File: src/rtl/quad_enc_pkg.sv
// Shared definitions for the quadrature encoder bank: decode modes and sizing helpers.
package quad_enc_pkg;

  typedef enum logic [1:0] {
    MODE_X4     = 2'b00,
    MODE_X2     = 2'b01,
    MODE_X1     = 2'b10,
    MODE_X4_ALT = 2'b11
  } mode_e;

  localparam int FCW = 4;  // filter run counter width, covers FILT up to 15

  function automatic int nbytes(input int cw);
    return cw / 8;
  endfunction

  function automatic int sel_w(input int n);
    return (n <= 1) ? 1 : $clog2(n);
  endfunction

endpackage

File: src/rtl/quad_enc_chan.sv
// One encoder channel: input synchronisers, A/B glitch filters, decoder, wrapping counter, sticky err.
module quad_enc_chan import quad_enc_pkg::*; #(
  parameter int CW   = 16,
  parameter int SYNC = 2,
  parameter int FILT = 3
) (
  input  logic          clk,
  input  logic          reset,
  input  logic          i_a,
  input  logic          i_b,
  input  logic [1:0]    i_mode,
  output logic [CW-1:0] o_cnt,
  output logic          o_err
);

  // index 1 = A, index 0 = B throughout
  logic [1:0][SYNC-1:0] r_sync;
  logic [1:0][FCW-1:0]  r_fcnt;
  logic [1:0]           r_flt, r_flt_d;
  logic [1:0]           w_s, w_chg;
  logic                 w_inc, w_dec;
  logic [CW-1:0]        r_cnt;
  logic                 r_err;

  assign w_s   = {r_sync[1][SYNC-1], r_sync[0][SYNC-1]};
  assign w_chg = r_flt ^ r_flt_d;
  assign o_cnt = r_cnt;
  assign o_err = r_err;

  always_comb begin
    w_inc = 1'b0;
    w_dec = 1'b0;
    case (mode_e'(i_mode))
      MODE_X2: if (w_chg == 2'b10) begin
        w_inc = (r_flt[1] != r_flt[0]);
        w_dec = (r_flt[1] == r_flt[0]);
      end
      MODE_X1: if (w_chg == 2'b10 && r_flt[1]) begin
        w_inc = ~r_flt[0];
        w_dec = r_flt[0];
      end
      default: if (w_chg == 2'b10 || w_chg == 2'b01) begin
        // forward on 00->01->11->10->00 reduces to old A xor new B
        w_inc = r_flt_d[1] ^ r_flt[0];
        w_dec = ~(r_flt_d[1] ^ r_flt[0]);
      end
    endcase
  end

  always_ff @(posedge clk) begin
    if (!reset) begin
      r_sync  <= '0;
      r_fcnt  <= '0;
      r_flt   <= '0;
      r_flt_d <= '0;
      r_cnt   <= '0;
      r_err   <= 1'b0;
    end else begin
      r_sync[1] <= {r_sync[1][SYNC-2:0], i_a};
      r_sync[0] <= {r_sync[0][SYNC-2:0], i_b};
      for (int j = 0; j < 2; j++) begin
        if (w_s[j] == r_flt[j]) begin
          r_fcnt[j] <= '0;
        end else if (r_fcnt[j] == FCW'(FILT - 1)) begin
          r_flt[j]  <= w_s[j];
          r_fcnt[j] <= '0;
        end else begin
          r_fcnt[j] <= r_fcnt[j] + FCW'(1);
        end
      end
      r_flt_d <= r_flt;
      if (w_chg == 2'b11) r_err <= 1'b1;
      if (w_inc)      r_cnt <= r_cnt + CW'(1);
      else if (w_dec) r_cnt <= r_cnt - CW'(1);
    end
  end

endmodule

File: src/rtl/quad_enc_bank.sv
// Bank of NCH quadrature decoders with a lock-snapshot and byte-serial readout frame.
module quad_enc_bank import quad_enc_pkg::*; #(
  parameter int NCH  = 2,
  parameter int CW   = 16,
  parameter int SYNC = 2,
  parameter int FILT = 3
) (
  input  logic                    clk,
  input  logic                    reset,
  input  logic [NCH-1:0]          a,
  input  logic [NCH-1:0]          b,
  input  logic [1:0]              mode,
  input  logic                    lock,
  input  logic                    cs,
  input  logic                    rd,
  input  logic [sel_w(NCH)-1:0]   ch_sel,
  output logic [7:0]              dout,
  output logic                    dout_valid,
  output logic [NCH-1:0]          err
);

  localparam int NB = nbytes(CW);
  localparam int IW = sel_w(NB);
  localparam int SW = sel_w(NCH);

  logic [NCH-1:0][CW-1:0] w_cnt;
  logic [NCH-1:0][CW-1:0] r_snap;
  logic [2:0][SYNC-1:0]   r_sync;   // 2 = rd, 1 = cs, 0 = lock
  logic [2:0]             w_ctl, r_ctl_d;
  logic [SYNC-1:0]        r_fill;
  logic                   r_armed, r_frame;
  logic [SW-1:0]          r_sel;
  logic [IW-1:0]          r_idx, w_idx_nx;
  logic                   w_lock_rise, w_cs_rise, w_rd_rise;

  for (genvar g = 0; g < NCH; g++) begin : g_ch
    quad_enc_chan #(.CW(CW), .SYNC(SYNC), .FILT(FILT)) u_chan (
      .clk    (clk),
      .reset  (reset),
      .i_a    (a[g]),
      .i_b    (b[g]),
      .i_mode (mode),
      .o_cnt  (w_cnt[g]),
      .o_err  (err[g])
    );
  end

  function automatic logic [CW-1:0] snap_of(input logic [NCH-1:0][CW-1:0] s,
                                            input logic [SW-1:0] sel);
    snap_of = '0;
    for (int c = 0; c < NCH; c++)
      if (32'(sel) == c) snap_of = s[c];
  endfunction

  function automatic logic [7:0] pick(input logic [CW-1:0] w, input logic [IW-1:0] i);
    return w[8*int'(i) +: 8];
  endfunction

  for (genvar k = 0; k < 3; k++) begin : g_ctl
    assign w_ctl[k] = r_sync[k][SYNC-1];
  end

  // r_armed needs a genuine low cs after reset, so a frame held open through reset stays dead
  assign w_lock_rise = w_ctl[0] & ~r_ctl_d[0];
  assign w_cs_rise   = w_ctl[1] & ~r_ctl_d[1] & r_armed;
  assign w_rd_rise   = w_ctl[2] & ~r_ctl_d[2];
  assign w_idx_nx    = (r_idx == '0) ? IW'(NB - 1) : r_idx - IW'(1);

  always_ff @(posedge clk) begin
    if (!reset) begin
      r_sync     <= '0;
      r_ctl_d    <= '0;
      r_fill     <= '0;
      r_armed    <= 1'b0;
      r_frame    <= 1'b0;
      r_snap     <= '0;
      r_sel      <= '0;
      r_idx      <= '0;
      dout       <= '0;
      dout_valid <= 1'b0;
    end else begin
      r_sync[0]  <= {r_sync[0][SYNC-2:0], lock};
      r_sync[1]  <= {r_sync[1][SYNC-2:0], cs};
      r_sync[2]  <= {r_sync[2][SYNC-2:0], rd};
      r_ctl_d    <= w_ctl;
      r_fill     <= {r_fill[SYNC-2:0], 1'b1};
      dout_valid <= 1'b0;
      if (w_lock_rise) r_snap <= w_cnt;
      if (r_fill[SYNC-1] && !w_ctl[1]) r_armed <= 1'b1;
      if (!w_ctl[1]) r_frame <= 1'b0;
      if (w_cs_rise) begin
        r_frame    <= 1'b1;
        r_sel      <= ch_sel;
        r_idx      <= IW'(NB - 1);
        dout       <= pick(snap_of(r_snap, ch_sel), IW'(NB - 1));
        dout_valid <= 1'b1;
      end else if (w_rd_rise && r_frame && w_ctl[1]) begin
        r_idx      <= w_idx_nx;
        dout       <= pick(snap_of(r_snap, r_sel), w_idx_nx);
        dout_valid <= 1'b1;
      end
    end
  end

endmodule

File: config.mk
export PLATFORM = sky130hd
export DESIGN_NAME = quad_enc_bank
export DESIGN_NICKNAME = d
export VERILOG_FILES = /design/src/rtl/quad_enc_pkg.sv /design/src/rtl/quad_enc_chan.sv /design/src/rtl/quad_enc_bank.sv
export SDC_FILE = /design/constraint.sdc
export NUM_CORES = 1
export LEC_CHECK = 0
export BUFFER_PORTS_ARGS = -buffer_cell sky130_fd_sc_hd__buf_4
export CAP_MARGIN = 20
export CORE_UTILIZATION = 45
export DETAILED_ROUTE_END_ITERATION = 12
export GPL_TIMING_DRIVEN = 0
export PLACE_DENSITY = 0.58
export REMOVE_ABC_BUFFERS = 1
export SLEW_MARGIN = 30
export SYNTH_ARGS = -nofsm -noshare
export SYNTH_HDL_FRONTEND = slang
export SYNTH_SLANG_ARGS = --single-unit
File: constraint.sdc
create_clock -name clk -period 3.9 [get_ports clk]
set_input_delay 0.78 -clock clk [delete_from_list [all_inputs] [get_ports clk]]
set_output_delay 0.78 -clock clk [all_outputs]
set_load 0.02 [all_outputs]
==> results of run 1 <==
## routing by layer
metal,part of all wire,vias to the layer above
li1,-,2446
met4,0.017,0
met5,0,-
met3,0.034,21
met2,0.45,87
met1,0.50,2286
## cell families (layout without fill, tap and decap cells)
logic type | Yosys count | count (layout)
flip-flops | 122 | 122
multiplexers | 39 | 39
buffers and inverters | 67 | 68
XOR/XNOR | 27 | 27
AO/OA/AOI/OAI | 133 | 133
adder cells (fa/ha/maj) | 16 | 16
AND/OR/NAND/NOR | 299 | 299
## sequential cells by signal (all words and copies together), names as in the netlist
register and count:
g_ch.u_chan.r_fcnt 16, r_fill 2, g_ch.u_chan.o_err 2, r_sync 6, dout_valid 1, r_frame 1
r_ctl_d 3, r_snap 32, r_idx 1, g_ch.u_chan.r_flt 4, g_ch.u_chan.r_flt_d 4, g_ch.u_chan.r_sync 8
r_armed 1, dout 8, r_sel 1, g_ch.u_chan.o_cnt 32
## cell usage after synthesis, types with 4 or more instances
library cell	number
nor2_1	46
a21oi_1	59
o21a_1	5
o21ai_1	4
xnor2_1	11
nand2b_1	16
inv_1	12
clkbuf_1	37
or2_2	4
and2_1	24
and3_1	4
ha_1	16
nand2_1	98
dfxtp_1	122
nand3_1	28
nor4_1	16
buf_2	9
mux4_2	8
mux2i_1	28
xor2_1	16
nand4_1	7
or3_1	15
nor2b_1	12
nor3_1	10
a211oi_1	17
nor3b_1	4
o21ai_0	17
## worst max-delay path by stage
stage	start	end	slack, ns
CTS	g_ch[0].u_chan.r_flt[1]$_SDFFE_PN0P_	g_ch[0].u_chan.o_cnt[6]$_SDFFE_PN0P_	0.09
global placement	mode[1]	g_ch[0].u_chan.o_cnt[6]$_SDFFE_PN0P_	-0.39
finish	mode[0]	g_ch[0].u_chan.o_cnt[6]$_SDFFE_PN0P_	0.31
floorplan	mode[0]	g_ch[0].u_chan.o_cnt[6]$_SDFFE_PN0P_	0.38
detailed placement	mode[0]	g_ch[0].u_chan.o_cnt[6]$_SDFFE_PN0P_	-0.45
global route	g_ch[0].u_chan.r_flt[1]$_SDFFE_PN0P_	g_ch[0].u_chan.o_cnt[6]$_SDFFE_PN0P_	0.06
## final cells by class
cell class,count,share of cell area
multi-input cells,514,0.489
flip-flops and latches,122,0.362
clock buffers,22,0.0702
well taps,172,0.0319
repair buffers,23,0.0261
clock inverters,10,0.0137
inverters,13,0.00760
## power groups by stage
stage	Sequential, mW	Clock [mW]	Combinational [mW]
final	1.27	1.50	0.0771
after global routing	1.27	1.59	0.0865
after CTS	1.27	1.53	0.0787
after detailed placement	1.30	0	0.0784
after global placement	1.30	0	0.0759
after floorplan	1.30	0	0.0422
## metrics by stage
stage	instance area, um2	hold WS (ns)	worst slack (ns)	power [mW]	instances
2_1_floorplan	5760	0.412	0.376	1.34	649
3_3_place_gp	6140	0.413	-0.393	1.37	843
3_5_place_dp	6170	0.418	-0.451	1.37	844
4_1_cts	6740	0.430	0.0925	2.88	876
5_1_grt	6750	0.438	0.0609	2.95	876
6_report	6750	0.430	0.308	2.85	876
## critical path: cells and delay by family
kind            cells  cell delay [ns]
buf+inv             2             0.14
xor+xnor            1             0.12
simple gates        4             1.25
fa+ha+maj           2             0.59
compound gates      4             1.06
==> results.toml, run 1 <==
[place]
io_buffers = 22
gp_congestion = 0.878
dpl.hpwl_mm = 8.73

[cells_and_area]
seqCellArea_um2 = 2440
final_common_cell = "dfxtp_1"
post-route-util = 0.526
antennaDiodeCount = 0
drive_gt1_frac = 0.119
layout.nets = 719
final_cell_mix = "dfxtp_1 (122), nand2_1 (98), a21oi_1 (59)"
synthToLayoutAreaGrowth_pct = 12.4
multi_input_area_um2 = 3300
fillers = 1188

[yosys]
synth_top_family_by_area = "simple AND/OR/NAND/NOR gates"
yosys.area_share.simple = 0.251
synth_mux_area_frac = 0.0823
synthCells = 703
synth_area_um2 = 6010
avgSynthCellArea_um2 = 8.54
ys.flop_type = "dfxtp_1"
yosys-top-cells-area = "dfxtp_1 (41%), nand2_1 (6.1%), a21oi_1 (4.9%), mux2i_1 (4.7%), ha_1 (3.3%)"
ys_types = 64
ys_seq_elements = 122
synth_xor_area_frac = 0.0394
yosys_warnings = 0
synth_edf_count = 0
yosysTopAreaCell = "dfxtp_1"
synthAdderAreaFrac = 0.0333
synth_compound_gate_area_share = 0.139
async_flop_share = 0
ys_seq_area_frac = 0.407
synth_top_area_frac = 0.407

[sta]
tightest_slew_ns = 0.931
finalCriticalPeriod_ns = 3.59
fin_setup_tns_ns = 0
fmax_mhz = 278
drv_slew = 0
skew_ns = 0.00962
relSlewSlack = 0.379
rsz0062_at_grt = "false"
setup_viol = 0
hold_viol = 0
period_share = 0.921

[worst_setup_path]
cp_data_required_time_ns = 4.25
r2r_cells = 13
path_class = "in2reg"
r2r-start = "g_ch[0].u_chan.r_flt[1]$_SDFFE_PN0P_"
cp_data_arrival_time_ns = 3.94
end_kind = "flip-flop"
max_stage_delay_ns = 0.44
r2r_end = "g_ch[0].u_chan.o_cnt[6]$_SDFFE_PN0P_"
worstPathCellList = "buf_4, inv_1, ha_1, nor2b_1, a21o_2, xnor2_1, ha_1, nor4_2, nand2b_1, a2111oi_0, a31oi_1, or3_1, a21oi_1"
start_kind = "primary input"
critPathSlowestCell = "nor2b_1"
path_max_fanout = 15
crit_path_frequent_cell = "ha_1"
r2r_slack_ns = 0.34

[min_path]
worstHoldEndpoint = "r_fill[1]$_SDFF_PN0_"
holdPathStages = 1
hp-start = "r_fill[0]$_DFF_P_"
min-delay-path-class = "reg2reg"

[power]
switching_share = 0.223
power_frac_comb = 0.027
intPower_mw = 2.21
powerDensity_nw_per_um2 = 422
clockPowerShare = 0.527
p_sw_mw = 0.634
seqPwrFrac = 0.446
irDropWorstVdd_mv = 0.300
p_leak_nw = 2.49

[clock_tree]
cts_setup_buffers = 0
ctsLongestPathBuffers = 2
cts.sinks = 122
ctsRootBufferMaster = "clkbuf_16"
clkLatencyLatePin_ns = 0.43
htreeDepth = 4
cts_resized = 1
cts_tree = "yes"
ctsHoldBuffers = 0
cts_made_buffers = 17
clkTransAtPathRegs_ns = 0.06

[die]
dieArea_um2 = 13800
die_y_um = 118
die_w_um = 118
top_level_ports = 23
start_util = 0.468
rows = 41
core_area_um2 = 12800

[drt]
totalWireLength_mm = 13.1
route.vias.total = 4840
drc_errors = 0
firstDrtPassIters = 5
postRouteAntennaNets = 0
wire_per_inst_um = 15.0
viasPerCell = 5.53
first_iter_violations = 296

[grt]
antenna_found_initial = 0
grt-ovfl-total = 0
grt_pass1_vias = 4429
grt_util_met3 = 0.0470
use_met2 = 0.315
use_met1 = 0.263
busiest_layer = "met2"
grt_pass1_wl_mm = 22.1
grt_max_degree = 73
track_usage = 0.201

[job]
maxCapViolCount = 0

[run_status]
status = "complete, no violations"
(Power assumes the default switching activity.)
==> inputs of run 2 (changes only) <==
Settings changed: BUFFER_PORTS_ARGS -buffer_cell sky130_fd_sc_hd__buf_4 to -buffer_cell sky130_fd_sc_hd__buf_2.
==> run 2 against run 1 <==
First-iteration DRC count rose by 12%; global-route usage fell by 0.067 points; wire length rose by 0.36%; clock-buffer cell count fell by 2; largest cell class unchanged.
==> results.toml, run 2 (synthesis gave the netlist of run 1 again) <==
[place]
dp_cells = 844
io_buffers = 22
gp_congestion = 0.876
dpl-instance-area_um2 = 6120
dpl.hpwl_mm = 8.70

[grt]
antenna_found_initial = 0
grt_max_degree = 73
track_usage = 0.200
grt_pass1_vias = 4469
grt-ovfl-total = 0
grt_pass1_wl_mm = 22.0

[clock_tree]
cts_tree = "yes"
ctsRootBufferMaster = "clkbuf_16"
clkTransAtPathRegs_ns = 0.05
cts_made_buffers = 17
clkLatencyLatePin_ns = 0.42
ctsLongestPathBuffers = 2
ctsHoldBuffers = 0
htreeDepth = 4
cts.sinks = 122

[sta]
tightest_slew_ns = 0.921
fmax_mhz = 279
finalCriticalPeriod_ns = 3.58
rsz0062_at_grt = "false"
drv_slew = 0
period_share = 0.918
setup_viol = 0
relSlewSlack = 0.386
hold_viol = 0
skew_ns = 0.00662

[cells_and_area]
fillers = 1197
final_common_cell = "dfxtp_1"
final-instance-count-excl-fill = 876
seqCellArea_um2 = 2440
multi_input_area_um2 = 3300
design_area_um2 = 6780
synthToLayoutAreaGrowth_pct = 12.9
post-route-util = 0.529
layout.nets = 719
drive_gt1_frac = 0.121
antennaDiodeCount = 0
final_cell_mix = "dfxtp_1 (122), nand2_1 (98), a21oi_1 (59)"

[worst_setup_path]
start_kind = "primary input"
cp_data_required_time_ns = 4.24
cp_data_arrival_time_ns = 3.92
r2r-start = "g_ch[0].u_chan.r_flt[1]$_SDFFE_PN0P_"
r2r_end = "g_ch[0].u_chan.o_cnt[6]$_SDFFE_PN0P_"
r2r_slack_ns = 0.36
end_kind = "flip-flop"
path_max_fanout = 15
r2r_cells = 12
path_class = "in2reg"

[die]
core_area_um2 = 12800
die_y_um = 118
dieArea_um2 = 13800
top_level_ports = 23
die_w_um = 118
start_util = 0.468
rows = 41

[min_path]
hp-start = "r_fill[0]$_DFF_P_"
holdPathStages = 1
worstHoldEndpoint = "r_fill[1]$_SDFF_PN0_"
min-delay-path-class = "reg2reg"

[drt]
postRouteAntennaNets = 0
firstDrtPassIters = 5
route.vias.total = 4911
totalWireLength_mm = 13.2
first_iter_violations = 331
drc_errors = 0
viasPerCell = 5.61
wire_per_inst_um = 15.1

[power]
total_power_mw = 3.07
powerDensity_nw_per_um2 = 453
p_leak_nw = 2.53
irDropWorstVdd_mv = 0.336

[job]
maxCapViolCount = 0

[run_status]
status = "complete, no violations"
[run 2: area by class of cell]
cell class                      instances  area share
Inverter                               13     0.00756
Clock buffer                           20      0.0673
Clock inverter                         12      0.0288
Multi-Input combinational cell        514       0.487
Tap cell                              172      0.0317
Timing Repair Buffer                   23      0.0179
Sequential cell                       122       0.360
[run 2: repair_timing]
item	in CTS	in global routing
setup buffers	0	0
pin swaps	0	0
endpoints found under the setup margin	1	2
gates resized for setup	1	2
[run 2: routing by layer]
layer / GRT usage / wire [um]
met2: 0.311 / 6090
met5: 0 / 0
met4: 0.0841 / 273
met3: 0.0528 / 567
met1: 0.262 / 6260
[run 2: per-stage QoR]
| step | hold slack, ns | setup WS (ns) | setup TNS, ns |
|---|---|---|---|
| after global placement | 0.413 | -0.344 | -1.21 |
| after CTS | 0.435 | 0.113 | 0 |
| final | 0.431 | 0.320 | 0 |
| after detailed placement | 0.420 | -0.400 | -1.19 |
| after global routing | 0.440 | 0.0399 | 0 |
| after floorplan | 0.412 | 0.376 | 0 |
[run 2: critical path: stages]
cell,delay [ns]
buf_2,0.11
inv_1,0.04
ha_1,0.35
nor2b_1,0.44
a21o_2,0.42
xnor2_1,0.11
ha_1,0.24
nor4_2,0.30
nand2b_1,0.17
a2111oi_0,0.38
a31oi_1,0.10
or3_1,0.33
a21oi_1,0.14
[run 2: worst max-delay path by stage]
| stage | startpoint | depth (start not counted) | endpoint | slack (ns) |
|---|---|---|---|---|
| detailed placement | mode[0] | 13 | g_ch[0].u_chan.o_cnt[6]$_SDFFE_PN0P_ | -0.40 |
| finish | mode[0] | 13 | g_ch[0].u_chan.o_cnt[6]$_SDFFE_PN0P_ | 0.32 |
| CTS | g_ch[0].u_chan.r_flt[1]$_SDFFE_PN0P_ | 13 | g_ch[0].u_chan.o_cnt[6]$_SDFFE_PN0P_ | 0.11 |
| global placement | mode[0] | 13 | g_ch[0].u_chan.o_cnt[6]$_SDFFE_PN0P_ | -0.34 |
| floorplan | mode[0] | 12 | g_ch[0].u_chan.o_cnt[6]$_SDFFE_PN0P_ | 0.38 |
| global route | g_ch[0].u_chan.r_flt[1]$_SDFFE_PN0P_ | 13 | g_ch[0].u_chan.o_cnt[6]$_SDFFE_PN0P_ | 0.04 |
[run 2: where the power goes]
group          switching, mW  leakage, nW  total, mW  internal [mW]
registers            0.00871        0.987       1.27           1.26
clock network          0.562        0.320       1.73           1.16
logic                 0.0497         1.22     0.0740         0.0243
==> inputs of run 3 (changes only) <==
Settings changed: CORE_UTILIZATION 45 to 40, GPL_TIMING_DRIVEN 0 to not set, PLACE_DENSITY 0.58 to 0.53.
==> run 3 against run 2 <==
Maximum frequency increased by 5.6%; setup slack improved by 0.19 ns; via count decreased by 0.33%; largest cell class unchanged; largest power group unchanged; clock-buffer cell count decreased by 3; critical endpoint unchanged; flip-flop and latch count unchanged.
==> results.toml, run 3 (synthesis gave the netlist of run 1 again) <==
[sta]
period_share = 0.870
fmax_mhz = 295
finalCriticalPeriod_ns = 3.39
rsz0062_at_grt = "false"
fin_setup_tns_ns = 0
setup_viol = 0
hold_viol = 0
drv_slew = 0
skew_ns = 0.00779
relSlewSlack = 0.371
tightest_slew_ns = 0.943

[min_path]
min-delay-path-class = "reg2reg"
holdPathStages = 1
worstHoldEndpoint = "r_fill[1]$_SDFF_PN0_"
hp-start = "r_fill[0]$_DFF_P_"

[place]
gp_congestion = 0.843
io_buffers = 22
dpl.hpwl_mm = 9.51

[worst_setup_path]
r2r_cells = 13
r2r_end = "g_ch[0].u_chan.o_cnt[6]$_SDFFE_PN0P_"
cp_data_required_time_ns = 4.24
worstPathCellList = "xnor2_1, ha_1, nand2b_1, nor2_1, a21o_1, xnor2_1, ha_1, nor4_1, nand2b_1, a2111oi_0, a31oi_1, or3_1, a21oi_1"
r2r-start = "g_ch[0].u_chan.r_flt[0]$_SDFFE_PN0P_"
cp_data_arrival_time_ns = 3.73
max_stage_delay_ns = 0.48
path_max_fanout = 7
start_kind = "flip-flop"
r2r_slack_ns = 0.51
critPathSlowestCell = "dfxtp_1"
crit_start = "g_ch[0].u_chan.r_flt[0]$_SDFFE_PN0P_"
end_kind = "flip-flop"
path_class = "reg2reg"

[die]
top_level_ports = 23
core_area_um2 = 14600
die_w_um = 125
start_util = 0.412
dieArea_um2 = 15500
die_y_um = 125
rows = 44

[drt]
totalWireLength_mm = 13.9
wire_per_inst_um = 15.5
postRouteAntennaNets = 0
drc_errors = 0
route.vias.total = 4895
firstDrtPassIters = 4
first_iter_violations = 290
viasPerCell = 5.47

[cells_and_area]
post-route-util = 0.466
layout.nets = 726
final_common_cell = "dfxtp_1"
antennaDiodeCount = 0
synthToLayoutAreaGrowth_pct = 13.2
fillers = 1389
drive_gt1_frac = 0.124
final_cell_mix = "dfxtp_1 (122), nand2_1 (98), a21oi_1 (59)"

[clock_tree]
clkTransAtPathRegs_ns = 0.06
cts.sinks = 122
cts_made_buffers = 17
cts_setup_buffers = 0
cts_tree = "yes"
ctsLongestPathBuffers = 2
htreeDepth = 4
cts_resized = 0
clkLatencyLatePin_ns = 0.42
ctsHoldBuffers = 0
ctsRootBufferMaster = "clkbuf_16"

[grt]
grt_pass1_wl_mm = 23.7
track_usage = 0.189
grt_max_degree = 71
grt-ovfl-total = 0
antenna_found_initial = 0
grt_pass1_vias = 4750

[job]
maxCapViolCount = 0

[run_status]
status = "complete, no violations"

[power]
p_leak_nw = 2.55
powerDensity_nw_per_um2 = 443
irDropWorstVdd_mv = 0.301
total_power_mw = 3.01
## run 3: cell type report
type | instances | area [um2] | area share
Clock buffer | 17 | 425 | 0.0626
Clock inverter | 15 | 199 | 0.0293
Multi-Input combinational cell | 514 | 3280 | 0.483
Sequential cell | 122 | 2440 | 0.359
Timing Repair Buffer | 30 | 170 | 0.0250
Inverter | 13 | 48.8 | 0.00718
Tap cell | 184 | 230 | 0.0339
## run 3: worst max path at each step
stage / depth (start not counted) / slack, ns / endpoint
after global placement: 14 / 0.33 / g_ch[0].u_chan.o_cnt[6]$_SDFFE_PN0P_
after detailed placement: 14 / 0.21 / g_ch[0].u_chan.o_cnt[6]$_SDFFE_PN0P_
after floorplan: 12 / 0.38 / g_ch[0].u_chan.o_cnt[6]$_SDFFE_PN0P_
after global routing: 13 / 0.18 / g_ch[0].u_chan.o_cnt[6]$_SDFFE_PN0P_
after CTS: 13 / 0.49 / g_ch[0].u_chan.o_cnt[6]$_SDFFE_PN0P_
final: 13 / 0.51 / g_ch[0].u_chan.o_cnt[6]$_SDFFE_PN0P_
## run 3: report_power, final
part	total [mW]	internal [mW]	switching, mW
Clock	1.67	1.07	0.597
Sequential	1.27	1.26	0.00865
Combinational	0.0749	0.0253	0.0496
Total	3.01	2.35	0.655
## run 3: critical path, delay by kind of cell, from the launching register on
family / cells / cell delay [ns]
AND/OR/NAND/NOR: 5 / 1.32
flip-flops: 1 / 0.48
AO/OA/AOI/OAI: 4 / 0.75
adder cells (fa/ha/maj): 2 / 0.48
XOR/XNOR: 2 / 0.27
## run 3: layer usage
layer,vias up,track usage,share of wire
met5,-,0,0
met4,0,0.0602,0.011
met3,15,0.0481,0.041
met2,99,0.305,0.48
met1,2316,0.245,0.46
li1,2465,-,-
## run 3: stage by stage
step / instances / worst slack, ns / instance area (um2) / hold slack (ns)
3_3_place_gp: 863 / 0.328 / 6170 / 0.414
6_report: 895 / 0.508 / 6800 / 0.432
4_1_cts: 895 / 0.494 / 6800 / 0.437
3_5_place_dp: 863 / 0.207 / 6170 / 0.421
2_1_floorplan: 649 / 0.376 / 5760 / 0.412
5_1_grt: 895 / 0.178 / 6800 / 0.453
